--- src/rtl/input_deserializer.sv ---
// Packs WORDS consecutive IN_WIDTH-bit source words into one OUT_WIDTH-bit frame
// and hands each frame to the systolic loader over a valid/ready handshake.
module input_deserializer #(
  parameter int IN_WIDTH  = 64,
  parameter int OUT_WIDTH = 512,
  localparam int WORDS     = OUT_WIDTH / IN_WIDTH,
  localparam int CNT_WIDTH = (WORDS > 1) ? $clog2(WORDS) : 1
) (
  input  logic                 clk,
  input  logic                 reset,
  input  logic                 src_valid,
  input  logic [IN_WIDTH-1:0]  src_data,
  output logic                 src_ready,
  input  logic                 flush,
  input  logic                 dest_ready,
  output logic                 dest_valid,
  output logic [OUT_WIDTH-1:0] systolic_input,
  output logic [CNT_WIDTH-1:0] word_count,
  output logic                 rx_done,
  output logic                 pack_done
);

  typedef enum logic {
    FILL = 1'b0,
    FULL = 1'b1
  } state_t;

  state_t                 state;
  state_t                 state_nxt;
  logic                   accept;
  logic                   last;
  logic [CNT_WIDTH-1:0]   count_p1;
  logic [OUT_WIDTH-1:0]   lanes_p1;
  logic                   rx_done_p1;
  logic                   pack_done_p1;

  // src_ready is deliberately independent of src_valid so upstream can wait on it.
  assign src_ready = (state == FILL) && !flush;
  assign accept    = src_valid && src_ready;
  assign last      = (count_p1 == CNT_WIDTH'(WORDS - 1));

  always_comb begin
    state_nxt = state;
    case (state)
      FILL: if (accept && last) state_nxt = FULL;
      FULL: if (flush || dest_ready) state_nxt = FILL;
      default: state_nxt = FILL;
    endcase
  end

  always_ff @(posedge clk) begin
    if (reset) state <= FILL;
    else       state <= state_nxt;
  end

  // Stage p1: lane counter and completion pulses.
  always_ff @(posedge clk) begin
    if (reset) begin
      count_p1     <= '0;
      rx_done_p1   <= 1'b0;
      pack_done_p1 <= 1'b0;
    end else begin
      rx_done_p1   <= accept;
      pack_done_p1 <= accept && last;
      if (flush)       count_p1 <= '0;
      else if (accept) count_p1 <= last ? '0 : count_p1 + 1'b1;
    end
  end

  // Stage p1: lane storage; lanes are overwritten in place, never cleared between frames.
  always_ff @(posedge clk) begin
    if (reset) begin
      lanes_p1 <= '0;
    end else begin
      for (int i = 0; i < WORDS; i++) begin
        if (accept && (count_p1 == CNT_WIDTH'(i)))
          lanes_p1[i*IN_WIDTH +: IN_WIDTH] <= src_data;
      end
    end
  end

  assign dest_valid     = (state == FULL);
  assign systolic_input = lanes_p1;
  assign word_count     = count_p1;
  assign rx_done        = rx_done_p1;
  assign pack_done      = pack_done_p1;

endmodule

--- config.mk ---
export PLATFORM = sky130hd
export DESIGN_NAME = input_deserializer
export DESIGN_NICKNAME = d
export VERILOG_FILES = /design/src/rtl/input_deserializer.sv
export SDC_FILE = /design/constraint.sdc
export NUM_CORES = 1
export LEC_CHECK = 0
export ABC_AREA = 1
export BUFFER_PORTS_ARGS = -buffer_cell sky130_fd_sc_hd__buf_2
export CAP_MARGIN = 25
export CORE_ASPECT_RATIO = 0.6
export CORE_MARGIN = 5
export CORE_UTILIZATION = 31
export CTS_CLUSTER_DIAMETER = 40
export CTS_CLUSTER_SIZE = 8
export DETAILED_ROUTE_END_ITERATION = 8
export PLACE_DENSITY = 0.54
export SYNTH_ARGS = -nofsm -noshare
export SYNTH_HDL_FRONTEND = slang
export SYNTH_SLANG_ARGS = --single-unit
--- constraint.sdc ---
create_clock -name clk -period 2.1 [get_ports clk]
set_clock_uncertainty 0.1 [all_clocks]
set_input_delay 0.315 -clock clk [delete_from_list [all_inputs] [get_ports clk]]
set_output_delay 0.315 -clock clk [all_outputs]
set_load 0.02 [all_outputs]
* Word-level counts from Yosys, hierarchy flattened
Cells that the tools add are included.
Cells by class: add/subtract/negate cells 1, multiply operators 0, div/mod/pow operators 0, magnitude comparators 0, eq/ne operators 7, shift-type cells 0, multiplexer cells 4, bitwise gates (word level) 1, reduce and logical (&&, ||, !) cells 14
Operators by type and width (number):
- $eq 3x3->1 const B | 4
- $logic_and 1x1->1 | 10
- $eq 3x2->1 const B | 2
- $add 3x1->3 const B | 1
- $eq 3x1->1 const B | 1
- $logic_not 3->1 | 1
- $mux 3 | 1
- $mux 1 | 2
- $pmux 1 s2 | 1
- $reduce_or 2->1 | 1
- $logic_not 1->1 | 1
- $logic_or 1x1->1 | 1
- $not 1->1 | 1
Word-level totals: register bits 518, latch bits 0, RAM bits 0, bits in read-only memories 0, memories kept 0

* Logic depth before layout (Yosys ltp)
Gate-level depths: netlist (run 1).
word-level depth 6, gate-level depth with buffers 9, mapped depth without buffers 8

* Least setup slack after synthesis (run 1)
Ideal clock, no wire load.
path kind reg-to-reg, start register count_p1[1], in the netlist word_count[1], end register lanes_p1[131], in the netlist systolic_input[131], setup time 0.113 ns, data arrival time 1.464 ns, setup slack 0.423 ns, stages on the path, launching flop included 8, path buffers 1, clock period less this slack 1.677 ns, cells stage by stage dfxtp_1 ha_1 inv_1 nor2_1 buf_2 nand4_1 nand2_1 nor2_1
On the way: longest elaborated chain between the ends 2
Ends and longest elaborated chain:
- start: declaration | line 32 | logic [CNT_WIDTH-1:0] count_p1;
- start signal: assignment | line 66 | else if (accept) count_p1 <= last ? '0 : count_p1 + 1'b1;
- $eq 3x2->1 | line 76 | if (accept && (count_p1 == CNT_WIDTH'(i)))
- $logic_and 1x1->1 | line 76
- end signal: indexed assignment | line 77 | lanes_p1[i*IN_WIDTH +: IN_WIDTH] <= src_data;
- end: declaration | line 33 | logic [OUT_WIDTH-1:0] lanes_p1;
No other way between the ends. A chain may end at the register's enable or synchronous reset.

* Final worst setup path (run 1)
start input flush, end output src_ready
On the way: longest elaborated chain between the ends 2
Ends and longest elaborated chain:
- start: declaration | line 14 | input logic flush,
- $logic_not 1->1 | line 38 | assign src_ready = (state == FILL) && !flush;
- $logic_and 1x1->1 | line 38
- end: declaration | line 13 | output logic src_ready,
No other way between the ends.

==> results.md, run 1 <==
- The worst path buffer plus inverter count is 4.
- The number of endpoints failing setup at the final stage is 0.
- The run finished with clean final reports.
- The class of the most critical setup path is in -> out.
- Fill cells in the final layout number 7653.
- Derived from the worst setup path, the maximum achievable clock frequency is between 500 and 600 MHz.
- The maximum number of pins on one net before global-route repair is about 110.
- In this run, CTS created clock tree buffers numbering 83.
- The largest area contributor in the netlist is sky130_fd_sc_hd__dfxtp_1.
- For this run, asynchronously set or reset flops after synthesis account for 0%.
- Adding up every negative setup slack in the final design gives 0 ns.
- In this run the number of H-tree levels came out at 3.
- The total overflow reported by the global router is 0.
- The master of the slowest instance on the critical path is sky130_fd_sc_hd__dlygate4sd3_1.
- Summing the sequential cell areas from Yosys gives 45.82% of the chip area.
- The worst hold path class is in -> reg.
- The required time of the worst setup path is 1.68 ns.
- Clock-pin slew was measured on the worst setup and hold paths at 0.05 ns.
- Data arrives at the worst endpoint at 1.58 ns.
- For this design the static power due to leakage is 15.94 nW.
- Dividing the synthesized area by the synthesized cell count gives 6.571 um^2.
- The global-route wire length before repair is 132.4 mm.
- The deepest clock path buffer count is 3.
- The top-level I/O count is 588.
- The tree is rooted in a sky130_fd_sc_hd__clkbuf_16.
- The most common cell in the synthesized netlist is sky130_fd_sc_hd__nand2_1.
- The final weighted congestion in routability-driven placement is roughly 0.78.
- The gate count of the mapped netlist is 3444.
- Ranked by instance count, the synthesized netlist is headed by sky130_fd_sc_hd__nand2_1 (846), sky130_fd_sc_hd__nor2_1 (843), sky130_fd_sc_hd__inv_1 (587), sky130_fd_sc_hd__dfxtp_1 (518), sky130_fd_sc_hd__nand4_1 (384).
- The number of global-route vias before repair came to 21238.
- After the last flow step, the layout net total stands at 4118.
- The vias after detailed routing is 22782.
- The detailed-router iteration count before antenna repair is 8.
- The die footprint is 78690 um^2.
- On the worst path, the slowest cell contributes a delay of 0.54 ns.
- Detailed placement ended at an HPWL of 59.99 mm.
- On the critical path the largest part of the delay comes from buffers and inverters.
- The number of cells on the worst hold path is 4.
- The worst slack on hold paths is 0.09958 ns.
- Counting cells, the worst reg-to-reg path comes to 8.
- The startpoint of the tightest hold check path is src_valid.
- Compared with the post-synthesis result, the final layout area differs by 33.54%.
- The final critical path takes up 95.17% of the cycle.
- The worst setup path is captured at an output pin.
- The worst-case IR drop observed on VDD is 0.0005165 V.
- By instance count, the cell type seen most on the critical path is sky130_fd_sc_hd__buf_2.
- TritonCTS built the clock tree.
- After detailed routing, the average wire length per cell comes to 17.43 um.
- The clock reaches the later pin of the worst-skew pair after 0.61 ns.
- The Yosys step of the flow raised 0 warnings.
- Global routing used between 20% and 30% of the available tracks.
- The minimum setup slack among reg-to-reg paths is 0.25 ns.
- The count of flip-flops with a built-in enable after synthesis is 0.
- The number of vias per cell after detailed routing is 4.512.
- The worst register-to-register path begins at dest_valid.
- The width of the die is 358.8 um.
- The highest fanout seen on the critical path is 3.
- Setup repair after global routing left no endpoint under its margin.
- The mapped cell area is 22630 um^2.
- The total count of max-transition violations in the final report was 0.
- The register bit count reported by yosys is 518.
- The region available for standard cell placement spans 72080 um^2.
- The number of sinks driven by the clock tree is 518.
- The count of cells in the finished layout, fillers not included, comes to around 5000.
- The number of design-rule violations left by the first detailed-router iteration is 1592.
- The count of different cell masters after synthesis is 18.
- Power spread over the standard cell area amounts to 805.7 nW/um^2.
- The worst setup path is launched from an input pin.
- The number of rows created at floorplan is 76.
- The max-capacitance violation count is 0.
- At the pin with the least slew margin, the transition time is roughly 0.5 ns.
- The net count of the mapped netlist is 3519.
- Measured along the y axis, the die boundary spans between 200 and 250 um.
- Wires add up to about 88 mm.
- The antenna diode instance count is 0.
- The end point of the most critical hold path is systolic_input[284].
- The hold violation total from the final report is 0.
- Buffers placed on the I/O ports in this run total 587.
- In the final layout, the share of cells above drive strength 1 is 20.05%.
- The final period demand of the worst path is 1.999 ns.
- The area share of the largest cell type after synthesis is 45.82%.
- Measured against its own limit, the worst slew margin works out to around two thirds.
- Ranked by total cell area, the synthesized netlist is headed by sky130_fd_sc_hd__dfxtp_1 (46%), sky130_fd_sc_hd__nand2_1 (14%), sky130_fd_sc_hd__nor2_1 (14%).
- The initial utilization of the core area, before any placement, comes to 31.40%.
- The number of antenna violations at the first check in global routing came to 2.
- The number of placed instances, taps included, is 4861.
- The number of nets with antenna violations after detailed routing is 0.
- The most common flop cell mapped by yosys is sky130_fd_sc_hd__dfxtp_1.
- The worst flop-to-flop path endpoint is systolic_input[101].
- After detailed routing, the number of remaining DRC violations is 0.
- The signal on the critical path passes through dlygate4sd3_1 -> buf_2 -> nor2_4 -> buf_12 -> buf_2.
## cells in the final DEF, fill, tap and decap left out, drive strengths merged
master / netlist / final
clkbuf: 68 / 97
dfxtp: 518 / 518
bufinv: 0 / 1
bufbuf: 0 / 1
inv: 588 / 585
clkinv: 0 / 18
a21oi: 2 / 2
nor2: 848 / 848
dlygate4sd3: 0 / 68
ha: 6 / 6
nand3: 5 / 5
nand2: 847 / 847
nand4: 384 / 384
buf: 178 / 691
clkinvlp: 0 / 3
## worst reg2reg max path, stage by stage, from the launching register on
cell	delay (ns)
sky130_fd_sc_hd__dfxtp_1	0.35
sky130_fd_sc_hd__nor2_4	0.21
sky130_fd_sc_hd__buf_12	0.17
sky130_fd_sc_hd__buf_4	0.21
sky130_fd_sc_hd__buf_12	0.22
sky130_fd_sc_hd__buf_4	0.25
sky130_fd_sc_hd__nand4_1	0.11
sky130_fd_sc_hd__nand2_1	0.10
sky130_fd_sc_hd__nor2_1	0.04
## area by class of cell
type                       count  area (um^2)  area share (%)
sequential                   518        10370           34.31
multi-input combinational   2092         8992           29.75
timing repair buffer         760         5030           16.64
inverter                     588         2218           7.340
clock buffer                  97         2212           7.319
tap                          975         1220           4.036
clock inverter                19        180.2          0.5962
## flip-flops by register name, indices dropped and copies added, names as in the netlist
name	flops
rx_done	1
systolic_input	512
pack_done	1
dest_valid	1
word_count	3
## how the worst max path moves through the flow
stage                   from                   to  slack, ns  cells after the start
5_1_grt                flush  systolic_input[306]       0.08                     10
3_3_place_gp   word_count[1]  systolic_input[381]       0.26                      9
3_5_place_dp   word_count[1]  systolic_input[374]       0.27                      9
2_1_floorplan  word_count[1]  systolic_input[131]       0.42                      7
4_1_cts           dest_valid            src_ready       0.08                      3
6_report               flush            src_ready       0.10                      5
## cells by family (layout without fill, tap and decap cells)
kind of cell / Yosys count / in the layout / synth area share [%]
flops: 518 / 518 / 45.82
simple gates: 2084 / 2084 / 39.06
buf+inv: 834 / 1464 / 14.74
compound gates: 2 / 2 / 0.04423
fa+ha+maj: 6 / 6 / 0.3317
## per-layer routing
metal | part of all wire [%] | GRT usage [%]
met3 | 7.7 | 5.931
met4 | 1.9 | 5.115
met1 | 47 | 30.17
met2 | 43 | 32.63
met5 | 0.022 | 0
## per-stage QoR
step           power (mW)  area, um^2  setup slack [ns]  util (%)
2_1_floorplan       11.37       22630            0.4228         -
3_3_place_gp        12.21       27110            0.2599     37.61
3_5_place_dp        12.21       27110            0.2697     37.61
4_1_cts             24.62       30220           0.07928     41.93
5_1_grt             25.26       30220           0.07670     41.93
6_report            24.35       30220            0.1014     41.93
## power breakdown
group	internal, mW	switching [mW]
Combinational	0.655	1.39
Clock	7.50	4.72
Sequential	10.0	0.0882
## timing repair
item | in CTS | in global routing
endpoints found under the setup margin | 1 | 0
endpoints found under the hold margin | 134 | 0
gates resized for setup | 0 | 0
setup buffers | 4 | 0
hold buffers | 68 | 0
No activity file was read; power rests on OpenSTA's default activity.
==> run 2, diff against run 1 <==
- CORE_MARGIN: 5 -> 8
==> results.md, run 2 (same netlist as run 1, synthesis figures left out) <==
- Run status: completed (unchanged).
- The top-level I/O count is 588 (unchanged).
- The width of the die is 364.8 um (was 358.8 um).
- The worst hold path class is in -> reg (unchanged).
- The maximum vdd ir drop was 0.0004808 V (was 0.0005165 V).
- The kind of start point of the critical path is an input pin (unchanged).
- The number of flip-flops in the largest register was 512 (unchanged).
- The area growth from synthesis to layout is 32.76% (was 33.54%).
- The vias after detailed routing is 22636 (was 22782).
- The clock insertion delay at the later pin of the skew report is 0.60 ns (was 0.61 ns).
- The antenna diode instance count is 0 (unchanged).
- The ratio of final minimum period to clock period was 98.21% (was 95.17%).
- The master of the slowest instance on the critical path is sky130_fd_sc_hd__dlygate4sd3_1 (unchanged).
- The switching share of total power was 24.88% (was 25.46%).
- The die footprint was 82190 um^2 (was 78690 um^2).
- The global-route wire length before repair came to 132.3 mm (was 132.4 mm).
- The required time of the worst setup path is 1.68 ns (about the same).
- The maximum frequency from static timing analysis is 484.9 MHz (was 500.4 MHz).
- The total overflow reported by the global router is 0 (unchanged).
- The switching component of the power is 6.018 mW (was 6.198 mW).
- The number of endpoints failing setup at the final stage came to 0 (unchanged).
- The total global routing track utilization is 20.47% (was 21.44%).
- The end-of-flow core utilization is 41.74% (was 41.93%).
- The relative slew slack was 68.00% (was 66.06%).
- The clock-pin transition on the worst setup and hold timing paths is 0.05 ns (about the same).
- Setup repair after global routing missed its margin: no (unchanged).
- The highest fanout seen on the critical path is 33 (was 3).
- The number of I/O port buffers is 587 (unchanged).
- The placed wire-length estimate after detailed placement is 60.88 mm (was 59.99 mm).
- The die boundary height came to 225.3 um (was 219.3 um).
- The final period demand of the worst path was 2.062 ns (was 1.999 ns).
- The internal power is 18.17 mW (was 18.15 mW).
- The number of vias per cell after detailed routing is 4.489 (was 4.512).
- The total DRC errors in the routed layout came to 0 (unchanged).
- The endpoint type of the worst setup path was an output pin (unchanged).
- The maximum number of pins on one net before global-route repair is 112 (was 105).
- The portion of total power attributed to sequential cells came to 41.7% (was 41.4%).
- The static leakage is 15.86 nW (was 15.94 nW).
- The placed cell area is 27020 um^2 (was 27110 um^2).
- The post-route cell area came to 30050 um^2 (was 30220 um^2).
- The most numerous cell on the critical path is sky130_fd_sc_hd__buf_2 (unchanged).
- The count of non-filler cells in the finished layout was 5043 (was 5049).
- The total routed wirelength is 88.27 mm (was 87.98 mm).
- The total CTS buffers is 81 (was 83).
- The worst slack on hold paths is 0.05759 ns (was 0.09958 ns).
- The number of design-rule violations left by the first detailed-router iteration was 1575 (was 1592).
- The number of sinks driven by the clock tree is 518 (unchanged).
- The slew at the pin closest to its max-slew limit is 0.4800 ns (was 0.5092 ns).
- Critical path cell sequence: dlygate4sd3_1 -> buf_2 -> nor2_4 -> buf_12 -> buf_2 (unchanged).
- The number of rows created at floorplan was 76 (unchanged).
- The initial core utilization came to 31.44% (was 31.40%).
- The fill cell instance count of the final layout is 7616 (was 7653).
- The data arrival at the endpoint of the critical path is 1.65 ns (was 1.58 ns).
- The share of power burned in combinational logic was 8.3% (was 8.4%).
- The final weighted congestion in routability-driven placement was 0.7844 (was 0.7834).
- The number of nets with antenna violations after detailed routing is 0 (unchanged).
- The deepest clock path buffer count was 3 (unchanged).
- The part of the total power dissipated in the clock network is 50.0% (was 50.2%).
- The layout cell share with drive strength beyond 1 is 19.99% (was 20.05%).
- The routed length per placed instance was 17.50 um (was 17.43 um).
- The number of global-route vias before repair is 21173 (was 21238).
- The class of the most critical setup path is in -> out (unchanged).
- The cell area power density is 805.0 nW/um^2 (was 805.7 nW/um^2).
- The most common cell after layout, fill and taps aside is sky130_fd_sc_hd__nand2_1 (unchanged).
- The number of antenna violations at the first check in global routing is 0 (was 2).
- The CTS root buffer was sky130_fd_sc_hd__clkbuf_16 (unchanged).
- The count of nets after finishing is 4121 (was 4118).
- The area of the core is 71980 um^2 (was 72080 um^2).
- The maximum single-stage delay on the critical path is 0.53 ns (was 0.54 ns).
- The max-capacitance violation count is 0 (unchanged).
- The cell count after placement came to 4869 (was 4861).
- The maximum level of the CTS H-tree is 3 (unchanged).
- The detailed-router iteration count before antenna repair is 5 (was 8).
- Top library cells by usage in the layout, fill and taps aside: sky130_fd_sc_hd__nand2_1 (846), sky130_fd_sc_hd__nor2_1 (841), sky130_fd_sc_hd__buf_2 (586) (unchanged).
- The post-route setup TNS is 0 ns (unchanged).
- The total count of max-transition violations in the final report is 0 (unchanged).
- The hold violation total from the final report is 0 (unchanged).
- The CTS tree is done (unchanged).
## run 2: cell count changes in the layout (fill, tap and decap cells not counted), sizes merged
cell	before	now
buf	691	697
bufinv	1	4
inv	585	588
dlygate4sd3	68	67
clkbuf	97	91
clkinv	18	7
## run 2: worst paths after layout
check / to / cells after the start / slack (ns) / startpoint
hold reg to reg: systolic_input[71] / 2 / 0.37 / systolic_input[71]
hold / removal: dest_valid / 3 / 0.06 / reset
setup / recovery: src_ready / 5 / 0.04 / flush
setup reg to reg: systolic_input[488] / 6 / 0.11 / word_count[1]
## run 2: cell type report
cell class	instances	area (um^2)	share of cell area, %
Tap cell	975	1220	4.060
Clock inverter	14	196.4	0.6538
Multi-Input combinational cell	2092	8992	29.93
Inverter	588	2218	7.384
Timing Repair Buffer	765	4931	16.41
Clock buffer	91	2117	7.046
Sequential cell	518	10370	34.51
## run 2: what timing repair did
action                                  4_1_cts  5_1_grt
hold buffers                                 67        0
gates resized for setup                       0        1
cloned                                        1        0
hold endpoints to repair                    132        0
setup buffers                                 1        0
endpoints found under the setup margin        1        1
pin swaps                                     1        0
## run 2: layer usage
| metal | global-route usage, % | share of wire [%] | vias to the layer above | wire length, um |
|---|---|---|---|---|
| met5 | 0 | 0 | - | 0 |
| met1 | 28.55 | 47 | 10170 | 41320 |
| met3 | 5.366 | 7.9 | 134 | 6955 |
| li1 | - | - | 11596 | - |
| met2 | 31.24 | 43 | 736 | 38080 |
| met4 | 5.347 | 2.2 | 0 | 1909 |
## run 2: power groups by stage
stage | registers [mW] | logic [mW] | clock network, mW
CTS | 10.1 | 2.01 | 12.4
finish | 10.1 | 2.02 | 12.1
global route | 10.1 | 2.20 | 12.8
global placement | 10.3 | 1.90 | 0
floorplan | 10.4 | 0.918 | 0
detailed placement | 10.3 | 1.90 | 0
## run 2: critical path, delay by kind of cell
kind          cells  cell delay, ns
buf+inv           4            1.12
simple gates      1            0.14
## run 2: per-stage QoR
stage,setup WS (ns),total power [mW]
floorplan,0.4228,11.37
global placement,0.1830,12.18
detailed placement,0.1813,12.18
CTS,0.05592,24.45
global route,0.002654,25.06
finish,0.03769,24.19
==> run 3, diff against run 2 <==
- ABC_AREA: 1 -> unset
- PLACE_DENSITY: 0.54 -> 0.55
==> results.md, run 3 <==
- The switching share of total power is 22.23% (was 24.88%).
- The worst slack after detailed placement is 0.1537 ns (was 0.1813 ns).
- The maximum vdd ir drop is 0.0005487 V (was 0.0004808 V).
- The number of sinks driven by the clock tree is 518 (unchanged).
- The number of global-route vias before repair is 16484 (was 21173).
- The count of flip-flops with a built-in enable after synthesis is 0 (unchanged).
- The post-route cell area is 26640 um^2 (was 30050 um^2).
- The total overflow reported by the global router was 0 (unchanged).
- The post-route setup TNS was 0 ns (unchanged).
- The launching point of the worst reg2reg path is word_count[0] (was word_count[1]).
- The share of power burned in combinational logic is 5.1% (was 8.3%).
- The cell area power density is 860.2 nW/um^2 (was 805.0 nW/um^2).
- The relative slew slack came to 64.18% (was 68.00%).
- The overall power is 22.92 mW (was 24.19 mW).
- The fraction of the yosys area taken by sequential cells is 52.45% (was 45.82%).
- The portion of total power attributed to sequential cells is 43.6% (was 41.7%).
- The number of nets with antenna violations after detailed routing was 0 (unchanged).
- The worst hold path class is in -> reg (unchanged).
- The layout cell share with drive strength beyond 1 is 29.13% (was 19.99%).
- The final period demand of the worst path was 1.931 ns (was 2.062 ns).
- Setup repair after global routing missed its margin: no (unchanged).
- The area growth from synthesis to layout is 34.76% (was 32.76%).
- The total number of yosys warnings is 0 (unchanged).
- The number of flip-flops in the largest register was 512 (unchanged).
- The fill cell instance count of the final layout was 6063 (was 7616).
- The die boundary height is 211.6 um (was 225.3 um).
- The CTS root buffer is sky130_fd_sc_hd__clkbuf_16 (unchanged).
- The area share of the largest cell type after synthesis came to 52.45% (was 45.82%).
- The detailed-router iteration count before antenna repair is 5 (unchanged).
- The count of different cell masters after synthesis was 28 (was 18).
- The clock insertion delay at the later pin of the skew report came to 0.59 ns (was 0.60 ns).
- The total CTS buffers came to 80 (was 81).
- The end-of-flow core utilization is 42.36% (was 41.74%).
- The total setup buffers inserted after CTS was 0 (was 1).
- The vias after detailed routing is 15801 (was 22636).
- The number of I/O port buffers was 587 (unchanged).
- The maximum frequency from static timing analysis was 517.9 MHz (was 484.9 MHz).
- The worst flop-to-flop path endpoint is systolic_input[203] (was systolic_input[488]).
- The slew at the pin closest to its max-slew limit is 0.5372 ns (was 0.4800 ns).
- The hold violation total from the final report is 0 (unchanged).
- Synth cell count leaders: sky130_fd_sc_hd__dfxtp_1 (518), sky130_fd_sc_hd__nand2b_1 (448), sky130_fd_sc_hd__mux2i_1 (384), sky130_fd_sc_hd__nand2_1 (259), sky130_fd_sc_hd__a21oi_1 (128) (was sky130_fd_sc_hd__nand2_1 (846), sky130_fd_sc_hd__nor2_1 (843), sky130_fd_sc_hd__inv_1 (587), sky130_fd_sc_hd__dfxtp_1 (518), sky130_fd_sc_hd__nand4_1 (384)).
- The total DRC errors in the routed layout came to 0 (unchanged).
- The antenna diode instance count came to 0 (unchanged).
- The die footprint is 72380 um^2 (was 82190 um^2).
- The worst setup slack after layout is 0.1690 ns (was 0.03769 ns).
- Synth top area cells: sky130_fd_sc_hd__dfxtp_1 (52%), sky130_fd_sc_hd__mux2i_1 (19%), sky130_fd_sc_hd__nand2b_1 (14%) (was sky130_fd_sc_hd__dfxtp_1 (46%), sky130_fd_sc_hd__nand2_1 (14%), sky130_fd_sc_hd__nor2_1 (14%)).
- The proportion of register bits with asynchronous set or reset after synthesis is 0% (unchanged).
- The number of rows created at floorplan is 71 (was 76).
- The highest fanout seen on the critical path is 13 (was 33).
- The count of non-filler cells in the finished layout was 3414 (was 5043).
- The count of nets after finishing is 2631 (was 4121).
- The clock-pin transition on the worst setup and hold timing paths came to 0.05 ns (about the same).
- The maximum number of pins on one net before global-route repair is 78 (was 112).
- The total routed wirelength is 70.70 mm (was 88.27 mm).
- The ratio of final minimum period to clock period is 91.95% (was 98.21%).
- The cell count after placement is 3247 (was 4869).
- The worst setup path startpoint is word_count[0] (was flush).
- The minimum setup slack among reg-to-reg paths came to 0.17 ns (was 0.11 ns).
- The initial core utilization was 31.43% (was 31.44%).
- The most common flop cell mapped by yosys is sky130_fd_sc_hd__dfxtp_1 (unchanged).
- The max-capacitance violation count is 0 (unchanged).
- The width of the die was 342.0 um (was 364.8 um).
- The mapped cell area is 19770 um^2 (was 22630 um^2).
- Top library cells by usage in the layout, fill and taps aside: sky130_fd_sc_hd__buf_2 (586), sky130_fd_sc_hd__dfxtp_1 (518), sky130_fd_sc_hd__nand2b_1 (448) (was sky130_fd_sc_hd__nand2_1 (846), sky130_fd_sc_hd__nor2_1 (841), sky130_fd_sc_hd__buf_2 (586)).
- The gate count of the mapped netlist came to 1905 (was 3444).
- The class of the most critical setup path is reg -> reg (was in -> out).
- The required time of the worst setup path was 2.52 ns (was 1.68 ns).
- The average footprint of a synthesized cell is 10.38 um^2 (was 6.571 um^2).
- The switching component of the power came to 5.094 mW (was 6.018 mW).
- The global-route wire length before repair is 104.7 mm (was 132.3 mm).
- The number of design-rule violations left by the first detailed-router iteration is 725 (was 1575).
- The placed cell area is 23690 um^2 (was 27020 um^2).
- The register bit count reported by yosys is 518 (unchanged).
- The most common cell after layout, fill and taps aside is sky130_fd_sc_hd__buf_2 (was sky130_fd_sc_hd__nand2_1).
- The worst slack on hold paths was 0.1152 ns (was 0.05759 ns).
- The top-level I/O count was 588 (unchanged).
- The number of cells on the worst reg-to-reg path is 6 (unchanged).
- The static leakage is 13.51 nW (was 15.86 nW).
- The number of antenna violations at the first check in global routing is 0 (unchanged).
- The number of vias per cell after detailed routing came to 4.628 (was 4.489).
- The endpoint type of the worst setup path is a register (was output pin).
- The CTS tree is done (unchanged).
- The number of endpoints failing setup at the final stage came to 0 (unchanged).
- The area of the core is 62900 um^2 (was 71980 um^2).
- The deepest clock path buffer count came to 3 (unchanged).
- The most repeated cell in the gate-level netlist after synthesis was sky130_fd_sc_hd__dfxtp_1 (was sky130_fd_sc_hd__nand2_1).
- The net count of the mapped netlist is 1980 (was 3519).
- The total count of max-transition violations in the final report is 0 (unchanged).
- The internal power is 17.82 mW (was 18.17 mW).
- The maximum level of the CTS H-tree is 3 (unchanged).
- The final weighted congestion in routability-driven placement is 0.8318 (was 0.7844).
- The largest area contributor in the netlist was sky130_fd_sc_hd__dfxtp_1 (unchanged).
- The part of the total power dissipated in the clock network is 51.3% (was 50.0%).
- The placed wire-length estimate after detailed placement is 51.31 mm (was 60.88 mm).
- The routed length per placed instance was 20.71 um (was 17.50 um).
- The data arrival at the endpoint of the critical path is 2.35 ns (was 1.65 ns).
- Run status: completed (unchanged).
- The kind of start point of the critical path is a register (was input pin).
- The critical path endpoint is systolic_input[203] (was src_ready).
- The total global routing track utilization is 18.58% (was 20.47%).
-- run 3: changes by cell type after synthesis, moves of 382 or more --
cell                       delta
sky130_fd_sc_hd__nand2b_1   +448
sky130_fd_sc_hd__nand2_1    -587
sky130_fd_sc_hd__nor2_1     -840
sky130_fd_sc_hd__nand4_1    -382
sky130_fd_sc_hd__inv_1      -584
sky130_fd_sc_hd__mux2i_1    +384
-- run 3: cell families after synthesis --
logic type                 count (synthesis)  share of synthesized area (%)
AOI/OAI and AO/OA                        131                          3.361
adders and majority gates                  6                         0.3797
DFF                                      518                          52.45
and+or+nand+nor                          726                          19.87
muxes                                    385                          19.50
buffers and inverters                    139                          4.443
-- run 3: final cells by class --
cell class | count | area, um^2 | area share, %
Multi-Input combinational cell | 1248 | 8602 | 32.29
Inverter | 3 | 11.26 | 0.04227
Timing Repair Buffer | 705 | 4324 | 16.23
Clock inverter | 12 | 168.9 | 0.6340
Tap cell | 839 | 1050 | 3.940
Clock buffer | 89 | 2117 | 7.946
Sequential cell | 518 | 10370 | 38.92
-- run 3: metal layers --
layer	up-vias	wire (um)	GRT usage (%)
li1	7541	-	-
met1	7639	30950	23.45
met2	515	32620	30.09
met3	106	5658	6.573
met4	0	1474	5.124
met5	-	0	0
-- run 3: power by group through the flow --
stage / combinational, mW / sequential (mW) / clock [mW]
after detailed placement: 1.07 / 10.2 / 0
after floorplan: 0.527 / 10.3 / 0
after CTS: 1.17 / 10.0 / 12.1
after global placement: 1.06 / 10.2 / 0
final: 1.16 / 10.0 / 11.8
after global routing: 1.23 / 9.99 / 12.5
-- run 3: how the worst min path moves through the flow --
stage,startpoint,to,slack [ns],cells past startpoint
floorplan,src_data[33],systolic_input[481],0.35,2
global placement,systolic_input[463],systolic_input[463],0.34,2
detailed placement,systolic_input[245],systolic_input[245],0.34,2
CTS,src_valid,word_count[2],0.07,4
global route,src_valid,word_count[2],0.1,4
finish,reset,systolic_input[285],0.12,3
-- run 3: critical path: stages (launching register included) --
cell and delay, ns:
sky130_fd_sc_hd__dfxtp_1 0.41, sky130_fd_sc_hd__ha_1 0.22, sky130_fd_sc_hd__ha_1 0.23, sky130_fd_sc_hd__and4bb_4 0.39, sky130_fd_sc_hd__buf_4 0.26, sky130_fd_sc_hd__nand2_1 0.09
sky130_fd_sc_hd__a21oi_1 0.15
-- run 3: repair_timing --
action	4_1_cts	5_1_grt
endpoints found under the hold margin	132	0
hold buffers	66	0
gates resized for setup	0	1
setup endpoints to repair	0	1
